===== config.mk =====
export PLATFORM = sky130hd
export DESIGN_NAME = clock_display_scan_flat
export DESIGN_NICKNAME = d
export VERILOG_FILES = /design/src/rtl/clock_display_scan_pkg.sv /design/src/rtl/clock_display_scan_if.sv /design/src/rtl/clock_display_scan_seg7.sv /design/src/rtl/clock_display_scan.sv /design/src/flat_wrapper.sv
export SDC_FILE = /design/constraint.sdc
export NUM_CORES = 1
export LEC_CHECK = 0
export ABC_CLOCK_PERIOD_IN_PS = 5800
export CAP_MARGIN = 40
export CORE_MARGIN = 2
export CORE_UTILIZATION = 50
export CTS_BUF_LIST = sky130_fd_sc_hd__clkbuf_8
export DETAILED_ROUTE_END_ITERATION = 16
export PLACE_DENSITY = 0.72
export SYNTH_ARGS = -nofsm -noshare
export SYNTH_HDL_FRONTEND = slang
export SYNTH_SLANG_ARGS = --single-unit

===== constraint.sdc =====
create_clock -name clk -period 5.8 [get_ports clk]
set_input_delay 1.45 -clock clk [delete_from_list [all_inputs] [get_ports clk]]
set_output_delay 1.45 -clock clk [all_outputs]
set_load 0.005 [all_outputs]

===== src/rtl/clock_display_scan_pkg.sv =====
// Shared constants, types and helpers for the HH.MM.SS multiplexed display scanner.
package clock_display_scan_pkg;

    localparam logic [1:0] SELECT_SEC  = 2'd0;
    localparam logic [1:0] SELECT_MIN  = 2'd1;
    localparam logic [1:0] SELECT_HOUR = 2'd2;

    localparam logic [6:0] SEG_BLANK = 7'h7F;
    localparam logic [6:0] SEG_DASH  = 7'b0111111;

    localparam logic [2:0] LAST_DIGIT = 3'd5;

    typedef enum logic [1:0] {
        FIELD_SEC  = 2'd0,
        FIELD_MIN  = 2'd1,
        FIELD_HOUR = 2'd2
    } field_t;

    typedef struct packed {
        logic [3:0] tens;
        logic [3:0] units;
    } bcd_t;

    // Repeated subtract-and-compare; six passes cover the full 0..63 input range.
    function automatic bcd_t bin_to_bcd(input logic [5:0] v);
        logic [5:0] rem;
        logic [3:0] tens;
        bcd_t       res;
        rem  = v;
        tens = 4'd0;
        for (int k = 0; k < 6; k++) begin
            if (rem >= 6'd10) begin
                rem  = rem - 6'd10;
                tens = tens + 4'd1;
            end
        end
        res.tens  = tens;
        res.units = rem[3:0];
        return res;
    endfunction

    function automatic logic [5:0] digit_enable(input logic [2:0] idx);
        return ~(6'b000001 << idx);
    endfunction

endpackage


===== src/rtl/clock_display_scan_if.sv =====
// Time-keeper inputs and display-pin outputs of the scanner, grouped as one bundle.
interface clock_display_scan_if;
    logic [5:0] sec_in;
    logic [5:0] min_in;
    logic [4:0] hour_in;
    logic [1:0] select;
    logic       edit_mode;
    logic [5:0] an;
    logic [6:0] seg;
    logic       dp;

    modport master (
        output sec_in, min_in, hour_in, select, edit_mode,
        input  an, seg, dp
    );

    modport slave (
        input  sec_in, min_in, hour_in, select, edit_mode,
        output an, seg, dp
    );
endinterface


===== src/rtl/clock_display_scan_seg7.sv =====
// BCD digit to active-low segment pattern {g,f,e,d,c,b,a}; non-decimal codes are blank.
module seg7_decode
    import clock_display_scan_pkg::*;
(
    input  logic [3:0] bcd,
    output logic [6:0] seg
);

    always_comb begin
        seg = SEG_BLANK;
        case (bcd)
            4'd0: seg = 7'h40;
            4'd1: seg = 7'h79;
            4'd2: seg = 7'h24;
            4'd3: seg = 7'h30;
            4'd4: seg = 7'h19;
            4'd5: seg = 7'h12;
            4'd6: seg = 7'h02;
            4'd7: seg = 7'h78;
            4'd8: seg = 7'h00;
            4'd9: seg = 7'h10;
            default: seg = SEG_BLANK;
        endcase
    end

endmodule


===== src/rtl/clock_display_scan.sv =====
// Scans a 6-digit HH.MM.SS display one digit per SCAN_DIV cycles from a per-frame time
// snapshot, blanking the selected field on alternate BLINK_DIV-frame phases while editing.
module clock_display_scan
    import clock_display_scan_pkg::*;
#(
    parameter int SCAN_DIV  = 1000,
    parameter int BLINK_DIV = 50
) (
    input  logic                 clk,
    input  logic                 reset,
    clock_display_scan_if.slave  disp
);

    localparam int SW = (SCAN_DIV  > 1) ? $clog2(SCAN_DIV)  : 1;
    localparam int BW = (BLINK_DIV > 1) ? $clog2(BLINK_DIV) : 1;

    logic [SW-1:0] scan_cnt;
    logic [2:0]    digit_idx;
    logic          tick;
    logic          frame_wrap;

    logic [BW-1:0] blink_cnt;
    logic          blink_off;

    logic [5:0]    snap_sec;
    logic [5:0]    snap_min;
    logic [4:0]    snap_hour;

    field_t        field;
    logic [5:0]    field_val;
    logic          field_bad;
    logic          blank;
    bcd_t          bcd;
    logic [3:0]    digit;
    logic [6:0]    seg_raw;
    logic [6:0]    seg_next;
    logic          dp_next;

    logic [5:0]    an_q;
    logic [6:0]    seg_q;
    logic          dp_q;

    assign tick       = (scan_cnt == SW'(SCAN_DIV - 1));
    assign frame_wrap = tick && (digit_idx == LAST_DIGIT);

    always_ff @(posedge clk or negedge reset) begin
        if (!reset) begin
            scan_cnt  <= '0;
            digit_idx <= 3'd0;
        end else if (tick) begin
            scan_cnt  <= '0;
            digit_idx <= (digit_idx == LAST_DIGIT) ? 3'd0 : digit_idx + 3'd1;
        end else begin
            scan_cnt  <= scan_cnt + SW'(1);
        end
    end

    // Loading only at the frame wrap keeps every digit of a frame from one consistent time.
    always_ff @(posedge clk or negedge reset) begin
        if (!reset) begin
            snap_sec  <= 6'd0;
            snap_min  <= 6'd0;
            snap_hour <= 5'd0;
        end else if (frame_wrap) begin
            snap_sec  <= disp.sec_in;
            snap_min  <= disp.min_in;
            snap_hour <= disp.hour_in;
        end
    end

    always_ff @(posedge clk or negedge reset) begin
        if (!reset) begin
            blink_cnt <= '0;
            blink_off <= 1'b0;
        end else if (frame_wrap) begin
            if (blink_cnt == BW'(BLINK_DIV - 1)) begin
                blink_cnt <= '0;
                blink_off <= ~blink_off;
            end else begin
                blink_cnt <= blink_cnt + BW'(1);
            end
        end
    end

    always_comb begin
        field     = FIELD_HOUR;
        field_val = {1'b0, snap_hour};
        case (digit_idx)
            3'd0, 3'd1: begin
                field     = FIELD_SEC;
                field_val = snap_sec;
            end
            3'd2, 3'd3: begin
                field     = FIELD_MIN;
                field_val = snap_min;
            end
            default: begin
                field     = FIELD_HOUR;
                field_val = {1'b0, snap_hour};
            end
        endcase

        field_bad = (field == FIELD_HOUR) ? (field_val >= 6'd24) : (field_val >= 6'd60);

        blank = 1'b0;
        if (disp.edit_mode && blink_off) begin
            case (disp.select)
                SELECT_SEC:  blank = (field == FIELD_SEC);
                SELECT_MIN:  blank = (field == FIELD_MIN);
                SELECT_HOUR: blank = (field == FIELD_HOUR);
                default:     blank = 1'b0;
            endcase
        end

        bcd   = bin_to_bcd(field_val);
        digit = digit_idx[0] ? bcd.tens : bcd.units;

        if (blank)
            seg_next = SEG_BLANK;
        else if (field_bad)
            seg_next = SEG_DASH;
        else
            seg_next = seg_raw;

        dp_next = !((digit_idx == 3'd2) || (digit_idx == 3'd4));
    end

    seg7_decode u_seg7_decode (
        .bcd (digit),
        .seg (seg_raw)
    );

    always_ff @(posedge clk or negedge reset) begin
        if (!reset) begin
            an_q  <= 6'b111111;
            seg_q <= SEG_BLANK;
            dp_q  <= 1'b1;
        end else begin
            an_q  <= digit_enable(digit_idx);
            seg_q <= seg_next;
            dp_q  <= dp_next;
        end
    end

    assign disp.an  = an_q;
    assign disp.seg = seg_q;
    assign disp.dp  = dp_q;

endmodule

===== src/flat_wrapper.sv =====
// flat-port wrapper written by rule: the top's interface ports become plain ports
module clock_display_scan_flat import clock_display_scan_pkg::*;
#(
    parameter int SCAN_DIV  = 1000,
    parameter int BLINK_DIV = 50
)
  (clk, reset, disp_sec_in, disp_min_in, disp_hour_in, disp_select, disp_edit_mode, disp_an, disp_seg, disp_dp);
  clock_display_scan_if disp_i ();
  input  logic clk;
  input  logic reset;
  input wire logic [$bits(disp_i.sec_in)-1:0] disp_sec_in;
  input wire logic [$bits(disp_i.min_in)-1:0] disp_min_in;
  input wire logic [$bits(disp_i.hour_in)-1:0] disp_hour_in;
  input wire logic [$bits(disp_i.select)-1:0] disp_select;
  input wire logic [$bits(disp_i.edit_mode)-1:0] disp_edit_mode;
  output wire logic [$bits(disp_i.an)-1:0] disp_an;
  output wire logic [$bits(disp_i.seg)-1:0] disp_seg;
  output wire logic [$bits(disp_i.dp)-1:0] disp_dp;
  assign disp_i.sec_in = disp_sec_in;
  assign disp_i.min_in = disp_min_in;
  assign disp_i.hour_in = disp_hour_in;
  assign disp_i.select = disp_select;
  assign disp_i.edit_mode = disp_edit_mode;
  assign disp_an = disp_i.an;
  assign disp_seg = disp_i.seg;
  assign disp_dp = disp_i.dp;
  clock_display_scan #(.SCAN_DIV(SCAN_DIV), .BLINK_DIV(BLINK_DIV)) u_core (.clk(clk), .reset(reset), .disp(disp_i));
endmodule

# [Yosys cells after proc, flatten, opt, wreduce, memory -nomap -nowiden]
# Memories as Yosys holds them, arrays and structs flattened.
# Index checks and enable logic that the tools add are counted.
# W data, S select, Z words.
[word_totals] reg_bits=51 latch_bits=0 ram_bits=0 mem_bits_ro=112 output_inout_bits=14 mem_count=1
[mem_list] memory="(name not given)" words=16 word_bits=7 read_ports=1 rd_ports_with_merged_regs=0 wr=0 line="clock_display_scan_seg7.sv:11" rtl="case (bcd)"
[op_classes] n_addsub=14 n_mul=0 n_div=0 magnitude_cmp=8 n_eq_ne=11 shift=1 muxes=23 bitwise=2 n_reduce_logical=10
[ops] op="$ge A6 B4 Y1 const B" count=6
[ops] op="$mux W6" count=6
[ops] op="$sub A6 B4 Y6 const B" count=5
[ops] op="$mux W4" count=7
[ops] op="$add A4 B1 Y4 const B" count=4
[ops] op="$mux W7" count=2
[ops] op="$pmux W6 S2" count=1
[ops] op="$add A10 B1 Y10 const B" count=1
[ops] op="$eq A10 B10 Y1 const B" count=1
[ops] op="$mux W10" count=1
[ops] op="$add A6 B1 Y6 const B" count=1
[ops] op="$eq A3 B2 Y1 const B" count=2
[ops] op="$eq A3 B3 Y1 const B" count=2
[ops] op="$eq A6 B6 Y1 const B" count=1
[ops] op="$ge A6 B5 Y1 const B" count=1
[ops] op="$ge A6 B6 Y1 const B" count=1
[ops] op="$not A6 Y6" count=1
[ops] op="$shl A1 B3 Y6 const A" count=1
[ops] op="$eq A2 B1 Y1 const B" count=2
[ops] op="$eq A2 B2 Y1 const B" count=2
[ops] op="$logic_not A2 Y1" count=2
[ops] op="$pmux W2 S2" count=1
[ops] op="$reduce_or A2 Y1" count=2
[ops] op="$sub A4 B4 Y4 const B" count=1
[ops] op="12 further kinds" count=15

# [Depth between registers and ports, before layout]
# Gate-level depths: netlist of run 1.
# An unclocked memory read counts as a cell.
[depth] depth_word=19 ltp_mapped=31 ltp_nobuf=28

# [Modules after synthesis]
# Synthesis of run 1 repeated with hierarchy kept, for this count alone.
[hier_totals] cells_unflattened=471 hier_area_um2=4028.9
[by_module_without_submodules] mod="clock_display_scan" instances=1 cells_per_inst=438 area_each_um2=3818.7
[by_module_without_submodules] mod="seg7_decode" instances=1 cells_per_inst=33 area_each_um2=210.2

# [Worst setup path after synthesis of run 1]
# No wires, ideal clock.
[synth_path] kind="register to register" startpoint="reg u_core.digit_idx[2]" endpoint="reg u_core.seg_q[6], in the netlist u_core.disp.seg[6]" setup_ns=0.093 arrival_ns=5.902 required_ns=5.707 slack_ns=-0.195 stages_incl_launch_ff=30 n_path_buf=3 synth_period_minus_slack_ns=5.995 path_cell_list="dfrtp_1 -> buf_4 -> inv_2 -> buf_2 -> mux2i_1 -> nand2_1 -> a21boi_0 -> xnor2_1 -> ha_1 -> a21boi_0 -> a211oi_1 -> o211ai_1 -> ha_1 -> nand2_1 -> and2_1 -> buf_4 -> nor2_1 -> a32o_2 -> nor3_2 -> mux2i_1 -> inv_1 -> ha_1 -> nand2_1 -> o21ai_1 -> ha_1 -> mux2i_1 -> mux2i_4 -> ha_1 -> o41ai_1 -> a31oi_1"
[synth_between] elab_chain_cells=19 elab_cells_between_ends=49 classes_between="add/sub: 11; order compare: 8; eq/ne: 5; mux: 20; reduce/logical: 4; memory: 1"
[synth_rtl] element="start, declared" line="clock_display_scan.sv:18" rtl="logic [2:0] digit_idx;"
[synth_rtl] element="start signal, assigned" line="clock_display_scan.sv:52" rtl="digit_idx <= (digit_idx == LAST_DIGIT) ? 3'd0 : digit_idx + 3'd1;"
[synth_rtl] element="$eq A3 B2 Y1, or another cell as far along" line="clock_display_scan.sv:88" rtl="case (digit_idx)"
[synth_rtl] element="$reduce_or A2 Y1" line="clock_display_scan.sv:88"
[synth_rtl] element="$pmux W6 S2" line="clock_display_scan.sv:88"
[synth_rtl] element="$sub A6 B4 Y6 or $ge A6 B4 Y1 (tied branches)" line="clock_display_scan_pkg.sv:33, clock_display_scan_pkg.sv:32"
[synth_rtl] element="$mux W6 or $mux W1 (tied branches)" line="clock_display_scan_pkg.sv:32" rtl="if (rem >= 6'd10) begin"
[synth_rtl] element="$sub A6 B4 Y6, or another cell as far along" line="clock_display_scan_pkg.sv:33" rtl="rem = rem - 6'd10;"
[synth_rtl] element="$mux W6 or $mux W4 (tied branches)" line="clock_display_scan_pkg.sv:32"
[synth_rtl] element="$sub A6 B4 Y6, or another cell as far along" line="clock_display_scan_pkg.sv:33"
[synth_rtl] element="[... 4 more ...]"
[synth_rtl] element="$mux W6 or $mux W4 (tied branches)" line="clock_display_scan_pkg.sv:32"
[synth_rtl] element="$ge A6 B4 Y1, or another cell as far along" line="clock_display_scan_pkg.sv:32"
[synth_rtl] element="$mux W4" line="clock_display_scan_pkg.sv:32"
[synth_rtl] element="$mux W4" line="clock_display_scan.sv:116" rtl="digit = digit_idx[0] ? bcd.tens : bcd.units;"
[synth_rtl] element="$mem_v2 Z16 W7"
[synth_rtl] element="$mux W7" line="clock_display_scan.sv:120" rtl="else if (field_bad)"
[synth_rtl] element="$mux W7 (*)" line="clock_display_scan.sv:118" rtl="if (blank)"
[synth_rtl] element="named net u_core.seg_next[6]" line="clock_display_scan.sv:36" rtl="logic [6:0] seg_next;"
[synth_rtl] element="end signal, assigned" line="clock_display_scan.sv:140" rtl="seg_q <= seg_next;"
[synth_rtl] element="end, declared" line="clock_display_scan.sv:40" rtl="logic [6:0] seg_q;"
# Mark *: on every way through the listed nets, which the timed path passes. The rest lies on a longest branch.
# A chain may end at the register's enable or synchronous reset.

# [Worst setup path in the final report of run 1]
[layout_path] startpoint="reg u_core.digit_idx[1]" endpoint="reg u_core.seg_q[6], in the netlist u_core.disp.seg[6]"
# The elaborated chain is that of the path after synthesis.

==> qor.txt, run 1 <==
status: complete, no violations
WL final: 8.91 mm
Power Dens Cells: 126 mW/mm^2
Post-DP HPWL: 6.39 mm
slowest library cell on the worst path: dfrtp_1
worst r2r src: u_core.digit_idx[1]$_DFFE_PN0N_
DR vias: 3412
R2R cell count: 27
maximum clock frequency: 176 MHz
layout cell share with drive strength beyond 1: 24.8%
worst reg2reg setup slack: 120 ps
# setup viols final: 0
Slew Limit Headroom: 54.5%
Crit path top cell by count: ha_1
Root Driver: clkbuf_8
largest family of logic cells by synthesized area: simple AND/OR/NAND/NOR gates
Final Wtd Congestion: 0.893
Cell Rows: 31
fin nets: 536
top cell type's share of synthesized area: 24.4%
io pins: 36
vias per cell: 5.71
Hold EP: u_core.blink_off$_DFFE_PN0P_
Final WS setup: 118 ps
xor and xnor fraction of the mapped netlist area: 5.70%
crit-path max cell delay: 430 ps
Final TNS setup: 0 ps
CTS tree: built
Synth Area in Compound Gates: 19.6%
area grow syn2layout: 24.4%
Initial Util: 52.1%
Layout Utilization: 64.8%
gr ovfl total: 0
WP data arrival: 5910 ps
Core ar.: 0.00729 sq mm
vias in the first global route: 3225
mux contribution to synthesized area: 6.78%
Tot GR Track Use: 21.4%
Finished Cell Area: 0.00473 sq mm
skew final: 10.8 ps
first-pass GRT wire length: 14.8 mm
largest net degree at the start of global routing: 33
final max-slew violation count: 0
Post-Syn Nets: 475
clock insertion delay at the later pin of the skew report: 310 ps
clock sink count: 51
Initial DRC Count: 153
worst vdd ir: 0.000131 V
CP Max Fanout: 4
DRC viols: 0
I/O Buffers: 35
Yosys top cell by area: dfrtp_1
Simple-Gate Fraction of Synth Area: 24.2%
main area contributors after synthesis: dfrtp_1, dfstp_2, nand2_1
kind of critical path: reg2reg
fin crit period: 5680 ps
Hold Fails Final Rpt: 0
worst endpoint required time: 6030 ps
Slew @ Worst Pin: 682 ps
Bufs on Longest Clock Path: 2
initial antenna violation count: 0
Hold WC Path Type: reg2reg
post-synthesis sequential area ratio: 34.0%
TritonCTS Buffers: 5
Hold Path Origin: u_core.blink_off$_DFFE_PN0P_
Chip Width: 91.2 microns
placed cell areas: 0.00441 sq mm
Synth async-reset ratio: 100%
die height: 91.2 microns
Clock H-tree levels: 2
post-place setup slack: -30.0 ps
clock-pin slew on the worst setup and hold paths: 100 ps
Max-Cap Viols: 0
YS warnings: 0
crit end category: flip-flop
Worst Hold Depth: 1
routed len/inst: 14.9 microns
Die ar.: 0.00831 sq mm
CP startpoint kind: flip-flop
period utilization: 98.0%
Post-Syn Area: 0.00380 sq mm
Synth Area in Adders: 5.27%
Synth Register Bits: 51
Synth Flop Type: dfrtp_1
R2R Path End: u_core.disp.seg[6]$_DFF_PN1_
Pre-antenna DRT Iters: 5
Static Leak: 1.89 nW
ANT cells: 0
Final Non-Filler Cells: 598
Inst Count DP: 581
Yosys cell types: 74
EDFF count, synth: 0
antenna-violating nets left: 0
Hold Buf Count CTS: 0
Fillers: 633
Cells after Synth: 437
Syn Area/Cell: 8.70 sq um
[cell usage in the layout, fill, tap and decap left out, types with 4 or more instances in the layout]
cell type | netlist | layout
buf_4 | 5 | 32
mux2_2 | 10 | 8
o21ai_1 | 6 | 5
xnor2_1 | 13 | 11
mux2i_1 | 8 | 5
xor2_1 | 8 | 7
o21ai_0 | 12 | 12
o21ai_2 | 3 | 4
nand2_1 | 80 | 79
or3_1 | 8 | 8
nor2b_1 | 4 | 4
clkdlybuf4s50_1 | 0 | 34
dfrtp_1 | 37 | 37
ha_1 | 16 | 14
a21oi_2 | 2 | 4
o211ai_1 | 8 | 8
nand4b_1 | 4 | 4
and2_1 | 7 | 5
nor2_1 | 23 | 22
a21oi_1 | 21 | 18
a21o_1 | 4 | 4
inv_1 | 18 | 17
nor3_1 | 13 | 12
nor3b_1 | 5 | 5
dfstp_2 | 14 | 14
a31oi_1 | 4 | 4
clkbuf_8 | 0 | 5
nand3_1 | 23 | 23
[per-layer routing]
layer | global-route usage (%) | up-vias | wire length [microns]
met4 | 4.67 | 0 | 93
met2 | 36.4 | 77 | 4410
met5 | 0 | - | 0
met3 | 2.32 | 9 | 354
met1 | 29.5 | 1640 | 4050
li1 | - | 1686 | -
[power breakdown]
part	internal, mW	total (mW)	switching (mW)	leakage, nW
sequential	0.356	0.356	0	0.561
clock	0.0888	0.218	0.129	0.0463
combinational	0.0136	0.0227	0.00911	1.28
[sequential cells by signal (all words and copies together), names as in the netlist]
name / flops
u_core.blink_cnt: 6
u_core.blink_off: 1
u_core.digit_idx: 3
u_core.disp.an: 6
u_core.disp.dp: 1
u_core.disp.seg: 7
u_core.scan_cnt: 10
u_core.snap_hour: 5
u_core.snap_min: 6
u_core.snap_sec: 6
[cells in the mapped netlist, types with 8 or more instances]
cell type,n
nand2_1,80
dfrtp_1,37
nand3_1,23
nor2_1,23
a21oi_1,21
inv_1,18
ha_1,16
dfstp_2,14
nor3_1,13
xnor2_1,13
o21ai_0,12
mux2_2,10
clkbuf_1,8
mux2i_1,8
o211ai_1,8
or3_1,8
xor2_1,8
[layout make-up]
class	count	area, sq um	share of cell area, %
well taps	99	124	2.62
inverters	20	77.6	1.64
clock inverters	3	27.5	0.582
multi-input cells	349	2500	53.0
repair buffers	71	633	13.4
clock buffers	5	68.8	1.46
flip-flops and latches	51	1290	27.4
[worst max-delay path, delay by kind of cell, from the launching register on]
kind            cells  cell delay, ps
xor+xnor            1             130
fa+ha+maj           5            1310
buf+inv             2             200
flops               1             430
mux                 5            1260
simple gates        5             640
compound gates      9            1640
[what timing repair did]
action | 4_1_cts | 5_1_grt
gates resized for setup | 5 | 31
cloned | 0 | 0
buffers inserted | 0 | 9
pin swaps | 1 | 15
setup endpoints to repair | 1 | 7
[per-stage QoR]
stage	total power [mW]	hold slack [ps]
after global routing	0.621	509
after global placement	0.384	456
final	0.597	477
after CTS	0.607	486
after floorplan	0.363	438
after detailed placement	0.386	461
[kinds of logic (layout without fill, tap and decap cells)]
family          after synthesis  count (layout)
simple gates                188             188
mux                          22              22
buf+inv                      37              99
xor+xnor                     23              23
fa+ha+maj                    16              16
compound gates              100             100
flops                        51              51
[how the worst max path moves through the flow]
stage / from / endpoint / slack [ps] / depth (start not counted)
after floorplan: u_core.digit_idx[1]$_DFFE_PN0N_ / u_core.disp.seg[6]$_DFF_PN1_ / 20 / 27
after global routing: u_core.digit_idx[1]$_DFFE_PN0N_ / u_core.disp.seg[6]$_DFF_PN1_ / -200 / 28
after CTS: u_core.digit_idx[1]$_DFFE_PN0N_ / u_core.disp.seg[6]$_DFF_PN1_ / 30 / 27
after global placement: u_core.digit_idx[1]$_DFFE_PN0N_ / u_core.disp.seg[6]$_DFF_PN1_ / 130 / 26
after detailed placement: u_core.digit_idx[1]$_DFFE_PN0N_ / u_core.disp.seg[6]$_DFF_PN1_ / -30 / 25
final: u_core.digit_idx[1]$_DFFE_PN0N_ / u_core.disp.seg[6]$_DFF_PN1_ / 120 / 27
(Power assumes the default switching activity.)
==> inputs of run 2 (changes only) <==
Settings changed: CORE_UTILIZATION 50 to 47, GPL_TIMING_DRIVEN set to 0, PLACE_DENSITY 0.72 to 0.68.
==> run 2 against run 1 <==
Against the previous run:
- sequential power about the same
- final cell count up 3.0%
- worst hold slack better by 5.7 ps
- sequential cell count unchanged
- largest power group unchanged
- combinational power about the same
- worst setup slack worse by 35 ps
- first-iteration DRC count up 26%
- via count up 4.3%
- total power up 5.6%
- register-to-register slack worse by 30 ps
==> qor.txt, run 2 (synthesized netlist as in run 1, its figures left out) <==
Fillers: 632 (-0.16%)
vias in the first global route: 3438 (+6.6%)
Hold Fails Final Rpt: 0 (unchanged)
die height: 93.9 microns (+3.0%)
fin crit period: 5720 ps (+34.8 ps)
Final WS setup: 83.4 ps (-34.8 ps)
WL final: 9.95 mm (+12%)
Chip Width: 93.9 microns (+3.0%)
max reg flops: 10 (unchanged)
Final Wtd Congestion: 0.850 (-4.8%)
crit-path max cell delay: 480 ps (+50 ps)
Initial Util: 48.9% (-3.2 points)
maximum clock frequency: 175 MHz (-0.61%)
Final TNS setup: 0 ps (unchanged)
Tot GR Track Use: 21.9% (+0.54 points)
most frequent cells in the layout: nand2_1, dfrtp_1, buf_4
Die ar.: 0.00882 sq mm (+6.1%)
first-pass GRT wire length: 15.8 mm (+6.7%)
Root Driver: clkbuf_8
antenna-violating nets left: 0 (unchanged)
Crit path top cell by count: buf_4
skew final: 17.6 ps (+6.87 ps)
largest net degree at the start of global routing: 31 (-6.1%)
worst endpoint required time: 6030 ps (about the same)
fin nets: 551 (+2.8%)
clock insertion delay at the later pin of the skew report: 310 ps (about the same)
clock-pin slew on the worst setup and hold paths: 100 ps (about the same)
Bufs on Longest Clock Path: 2 (unchanged)
post-place setup slack: -910 ps (-880 ps)
initial antenna violation count: 0 (unchanged)
Hold Buf Count CTS: 0 (unchanged)
WP buf/inv: 12 (+10)
DRC viols: 0 (unchanged)
slowest library cell on the worst path: dfrtp_2
routed len/inst: 16.1 microns (+8.4%)
vias per cell: 5.78 (+1.2%)
crit end category: flip-flop
Hold WC Path Type: reg2reg
Slew Limit Headroom: 55.0% (+0.46 points)
worst r2r src: u_core.digit_idx[1]$_DFFE_PN0N_
I/O Buffers: 35 (unchanged)
DR vias: 3558 (+4.3%)
Power Dens Cells: 125 mW/mm^2 (-1.4%)
Cell Rows: 32 (+3.2%)
CP Max Fanout: 6 (+2)
Slew @ Worst Pin: 656 ps (-25.7 ps)
io pins: 36 (unchanged)
kind of critical path: reg2reg
# setup viols final: 0 (unchanged)
commonest non-fill, non-tap cell in the layout: nand2_1
ANT cells: 0 (unchanged)
crit-path leading delay family: compound AO/OA/AOI/OAI gates
final max-slew violation count: 0 (unchanged)
Static Leak: 1.98 nW (+5.2%)
status: complete, no violations
layout cell share with drive strength beyond 1: 28.6% (+3.7 points)
Clock H-tree levels: 2 (unchanged)
Initial DRC Count: 193 (+26%)
WP data arrival: 5950 ps (+40 ps)
Critical path origin: u_core.digit_idx[1]$_DFFE_PN0N_
Post-DP HPWL: 6.51 mm (+1.8%)
CTS tree: built
CP startpoint kind: flip-flop
RSZ-0062 raised after global routing: true
Pre-antenna DRT Iters: 5 (unchanged)
clock sink count: 51 (unchanged)
worst vdd ir: 0.000103 V (-21%)
TritonCTS Buffers: 5 (unchanged)
area grow syn2layout: 33.2%
Hold Path Origin: u_core.blink_off$_DFFE_PN0P_
Max-Cap Viols: 0 (unchanged)
period utilization: 98.6% (+0.60 points)
gr ovfl total: 0 (unchanged)
Core ar.: 0.00777 sq mm (+6.5%)
Top reg by flops: u_core.scan_cnt
run 2: cell types whose count changed in the layout (fill, tap and decap cells not counted), moves of 3 or more:
cell,previous run,this run
mux2i_2,3,0
buf_4,32,35
ha_4,0,3
ha_1,14,11
mux2i_4,3,8
clkbuf_1,0,6
run 2: repair_timing:
action | CTS | global route
pin swaps | 6 | 22
buffers inserted | 22 | 10
resized for setup | 26 | 48
endpoints found under the setup margin | 7 | 7
endpoints found under the hold margin | 0 | 0
run 2: area by class of cell:
cell class | count | area, sq um | share of cell area (%)
inverter | 20 | 77.6 | 1.53
clock inverter | 3 | 42.5 | 0.840
multi-input combinational | 349 | 2710 | 53.5
tap | 102 | 128 | 2.52
timing repair buffer | 70 | 631 | 12.5
buffer | 16 | 111 | 2.20
sequential | 51 | 1290 | 25.6
clock buffer | 5 | 68.8 | 1.36
run 2: worst paths after layout:
path                       slack (ps)                           end  cells after the start
min in group asynchronous        1110  u_core.blink_off$_DFFE_PN0P_                      1
hold reg to reg                   480  u_core.blink_off$_DFFE_PN0P_                      1
setup / recovery                   80  u_core.disp.seg[5]$_DFF_PN1_                     29
hold / removal                    480  u_core.blink_off$_DFFE_PN0P_                      1
max in group asynchronous        4090  u_core.disp.seg[1]$_DFF_PN1_                      2
setup reg to reg                   80  u_core.disp.seg[5]$_DFF_PN1_                     29
run 2: per-stage QoR:
stage                     hold slack (ps)  util (%)  cells  power (mW)  area [sq um]
after global routing                  516      65.2    616       0.652          5060
after floorplan                       438         -    437       0.363          3820
after global placement                452      55.3    574       0.384          4290
after CTS                             483      60.9    606       0.638          4730
final                                 483      65.2    616       0.630          5060
after detailed placement              461      55.6    577       0.386          4320
run 2: where the power goes:
group	leakage (nW)	total [mW]	internal (mW)	switching, mW
clock	0.0562	0.252	0.129	0.123
combinational	1.37	0.0226	0.0136	0.00903
sequential	0.559	0.356	0.356	0
total	1.98	0.630	0.498	0.132
run 2: per-layer routing:
layer | GRT usage, % | vias up | wire (microns) | share of wire, %
met4 | 6.04 | 0 | 276 | 2.8
met5 | 0 | - | 0 | 0
met3 | 2.17 | 33 | 341 | 3.4
met1 | 29.9 | 1689 | 4400 | 44
met2 | 37.1 | 119 | 4930 | 50
li1 | - | 1717 | - | -
==> inputs of run 3 (changes only) <==
Settings changed: ABC_CLOCK_PERIOD_IN_PS 5800 to 4800.
Clock period 5.8 ns to 4.8 ns, I/O delays scaled along.
==> run 3 against run 2 <==
Against the previous run:
- the flow now finishes with violations (negative setup slack)
- sequential power is 21% higher
- sequential cell count stayed put
- largest cell class unchanged
- largest power group unchanged
- worst hold slack worse by 2.0 ps
- via count is 2.0% lower
- critical path depth is 2 lower
- highest routed layer unchanged
- register-to-register slack worse by 790 ps
- clock power hardly changed
- final cell count is 0.81% higher
- first-iteration DRC count is 59% higher
- clock skew is 5.9 ps lower
==> qor.txt, run 3 (synthesized netlist as in run 1, its figures left out) <==
status: finished, violations left
final hold slack: 481 ps (-2.00 ps)
R2R Path End: u_core.disp.seg[3]$_DFF_PN1_
post-place setup slack: -1340 ps (-427 ps)
die height: 93.9 microns (unchanged)
maximum clock frequency: 181 MHz (+3.7%)
Top reg by flops: u_core.scan_cnt
vias in the first global route: 3373 (-1.9%)
TritonCTS Buffers: 5 (unchanged)
clock-pin slew on the worst setup and hold paths: 100 ps (about the same)
layout cell share with drive strength beyond 1: 29.1% (+0.50 points)
R2R cell count: 27 (-6.9%)
failing checks: negative setup slack
Initial Util: 48.9% (unchanged)
WP data arrival: 5750 ps (-200 ps)
Slew @ Worst Pin: 620 ps (-36.2 ps)
final max-slew violation count: 0 (unchanged)
DR vias: 3487 (-2.0%)
CP Max Fanout: 7 (+1)
Inst Count DP: 577 (unchanged)
Power Dens Cells: 141 mW/mm^2 (+13%)
skew final: 11.7 ps (-5.91 ps)
placed cell areas: 0.00443 sq mm (+2.4%)
Hold EP: u_core.snap_hour[0]$_DFFE_PN0P_
antenna-violating nets left: 0 (unchanged)
period utilization: 115% (+16 points)
clock sink count: 51 (unchanged)
Pre-antenna DRT Iters: 5 (unchanged)
first-pass GRT wire length: 15.9 mm (+0.35%)
DRC viols: 0 (unchanged)
Tot GR Track Use: 22.3% (+0.40 points)
routed len/inst: 15.5 microns (-4.1%)
crit end category: flip-flop
Final Non-Filler Cells: 621 (+0.81%)
Hold Path Origin: u_core.snap_hour[0]$_DFFE_PN0P_
CTS tree: built
fin crit period: 5510 ps (-205 ps)
# setup viols final: 7 (+7)
largest net degree at the start of global routing: 39 (+26%)
vias per cell: 5.62 (-2.8%)
worst reg2reg setup slack: -710 ps (-790 ps)
Bufs on Longest Clock Path: 2 (unchanged)
kind of critical path: reg2reg
Max-Cap Viols: 0 (unchanged)
Root Driver: clkbuf_8
most frequent cells in the layout: nand2_1, buf_4, dfrtp_1
Chip Width: 93.9 microns (unchanged)
CP startpoint kind: flip-flop
Die ar.: 0.00882 sq mm (unchanged)
Core ar.: 0.00777 sq mm (unchanged)
area grow syn2layout: 32.1%
Initial DRC Count: 307 (+59%)
Clock H-tree levels: 2 (unchanged)
initial antenna violation count: 0 (unchanged)
worst endpoint required time: 5040 ps (-990 ps)
ANT cells: 0 (unchanged)
RSZ-0062 raised after global routing: true
commonest non-fill, non-tap cell in the layout: nand2_1
max reg flops: 10 (unchanged)
io pins: 36 (unchanged)
Static Leak: 1.98 nW (-0.45%)
clock insertion delay at the later pin of the skew report: 310 ps (about the same)
Hold WC Path Type: reg2reg
worst vdd ir: 0.000143 V (+38%)
Slew Limit Headroom: 58.3% (+3.3 points)
Final WS setup: -711 ps (-795 ps)
fin nets: 556 (+0.91%)
Worst Hold Depth: 2 (+1)
WL final: 9.62 mm (-3.3%)
Final Wtd Congestion: 0.828 (-2.6%)
gr ovfl total: 0 (unchanged)
Hold Fails Final Rpt: 0 (unchanged)
Post-DP HPWL: 6.27 mm (-3.7%)
worst r2r src: u_core.digit_idx[1]$_DFFE_PN0N_
Cell Rows: 32 (unchanged)
Finished Cell Area: 0.00502 sq mm (-0.82%)
I/O Buffers: 35 (unchanged)
==> run 3: how the worst max path moves through the flow <==
stage                                               start                      endpoint  cells after the start
after CTS                 u_core.digit_idx[1]$_DFFE_PN0N_  u_core.disp.seg[6]$_DFF_PN1_                     27
final                     u_core.digit_idx[1]$_DFFE_PN0N_  u_core.disp.seg[3]$_DFF_PN1_                     27
after global routing      u_core.digit_idx[1]$_DFFE_PN0N_  u_core.disp.seg[3]$_DFF_PN1_                     28
after global placement    u_core.digit_idx[1]$_DFFE_PN0N_  u_core.disp.seg[6]$_DFF_PN1_                     26
after detailed placement  u_core.digit_idx[1]$_DFFE_PN0N_  u_core.disp.seg[6]$_DFF_PN1_                     28
after floorplan           u_core.digit_idx[1]$_DFFE_PN0N_  u_core.disp.seg[6]$_DFF_PN1_                     27
==> run 3: layer usage <==
metal  track usage (%)  up-vias  share of wire [%]
li1                  -     1729                  -
met1              29.9     1663                 45
met2              37.4       79                 50
met3              3.21       16                3.3
met4              6.64        0                1.6
met5                 0        -                  0
==> run 3: where the power goes <==
part	internal, mW	leakage (nW)	total, mW	switching (mW)
sequential	0.430	0.559	0.430	0
clock	0.102	0.0418	0.249	0.147
combinational	0.0164	1.37	0.0274	0.0109
total	0.548	1.98	0.707	0.158
==> run 3: what timing repair did <==
item / CTS / global route
pin swaps: 19 / 19
resized for setup: 25 / 19
buffers inserted: 25 / 14
gates cloned: 0 / 0
hold buffers: 0 / 0
endpoints found under the setup margin: 7 / 7
==> run 3: final cells by class <==
cell class              instances  area (sq um)
plain buffers                  15          96.3
clock buffers                   5          68.8
clock inverters                 3          20.0
fillers                       647          2750
inverters                      20          80.1
multi-input cells             349          2670
flip-flops and latches         51          1290
well taps                     102           128
repair buffers                 76           667
==> run 3: worst max-delay path, cell delays in order, from the launching register on <==
cell and delay [ps]:
dfrtp_2 470, mux2_4 320, mux2_4 290, nor2_4 110
a21boi_4 220, xnor2_2 130, ha_1 270, a21boi_2 180
a211oi_2 230, o211ai_1 190, ha_2 230, nand2_2 60
and2_4 170, buf_4 120, buf_4 100, a2111o_1 150
o31ai_2 110, o21ai_2 430, nand2_1 180, xnor2_1 170
ha_1 190, nand2b_1 140, a21oi_1 190, a21oi_1 130
and2_1 180, buf_2 150, a41oi_2 230, nand3_1 100
==> run 3: through the flow <==
| step | util (%) | power [mW] | TNS (ps) |
|---|---|---|---|
| floorplan | - | 0.439 | -3540 |
| global placement | 56.6 | 0.464 | -7700 |
| detailed placement | 57.0 | 0.466 | -8730 |
| CTS | 61.9 | 0.716 | -4470 |
| global route | 64.6 | 0.735 | -6810 |
| finish | 64.6 | 0.707 | -4840 |
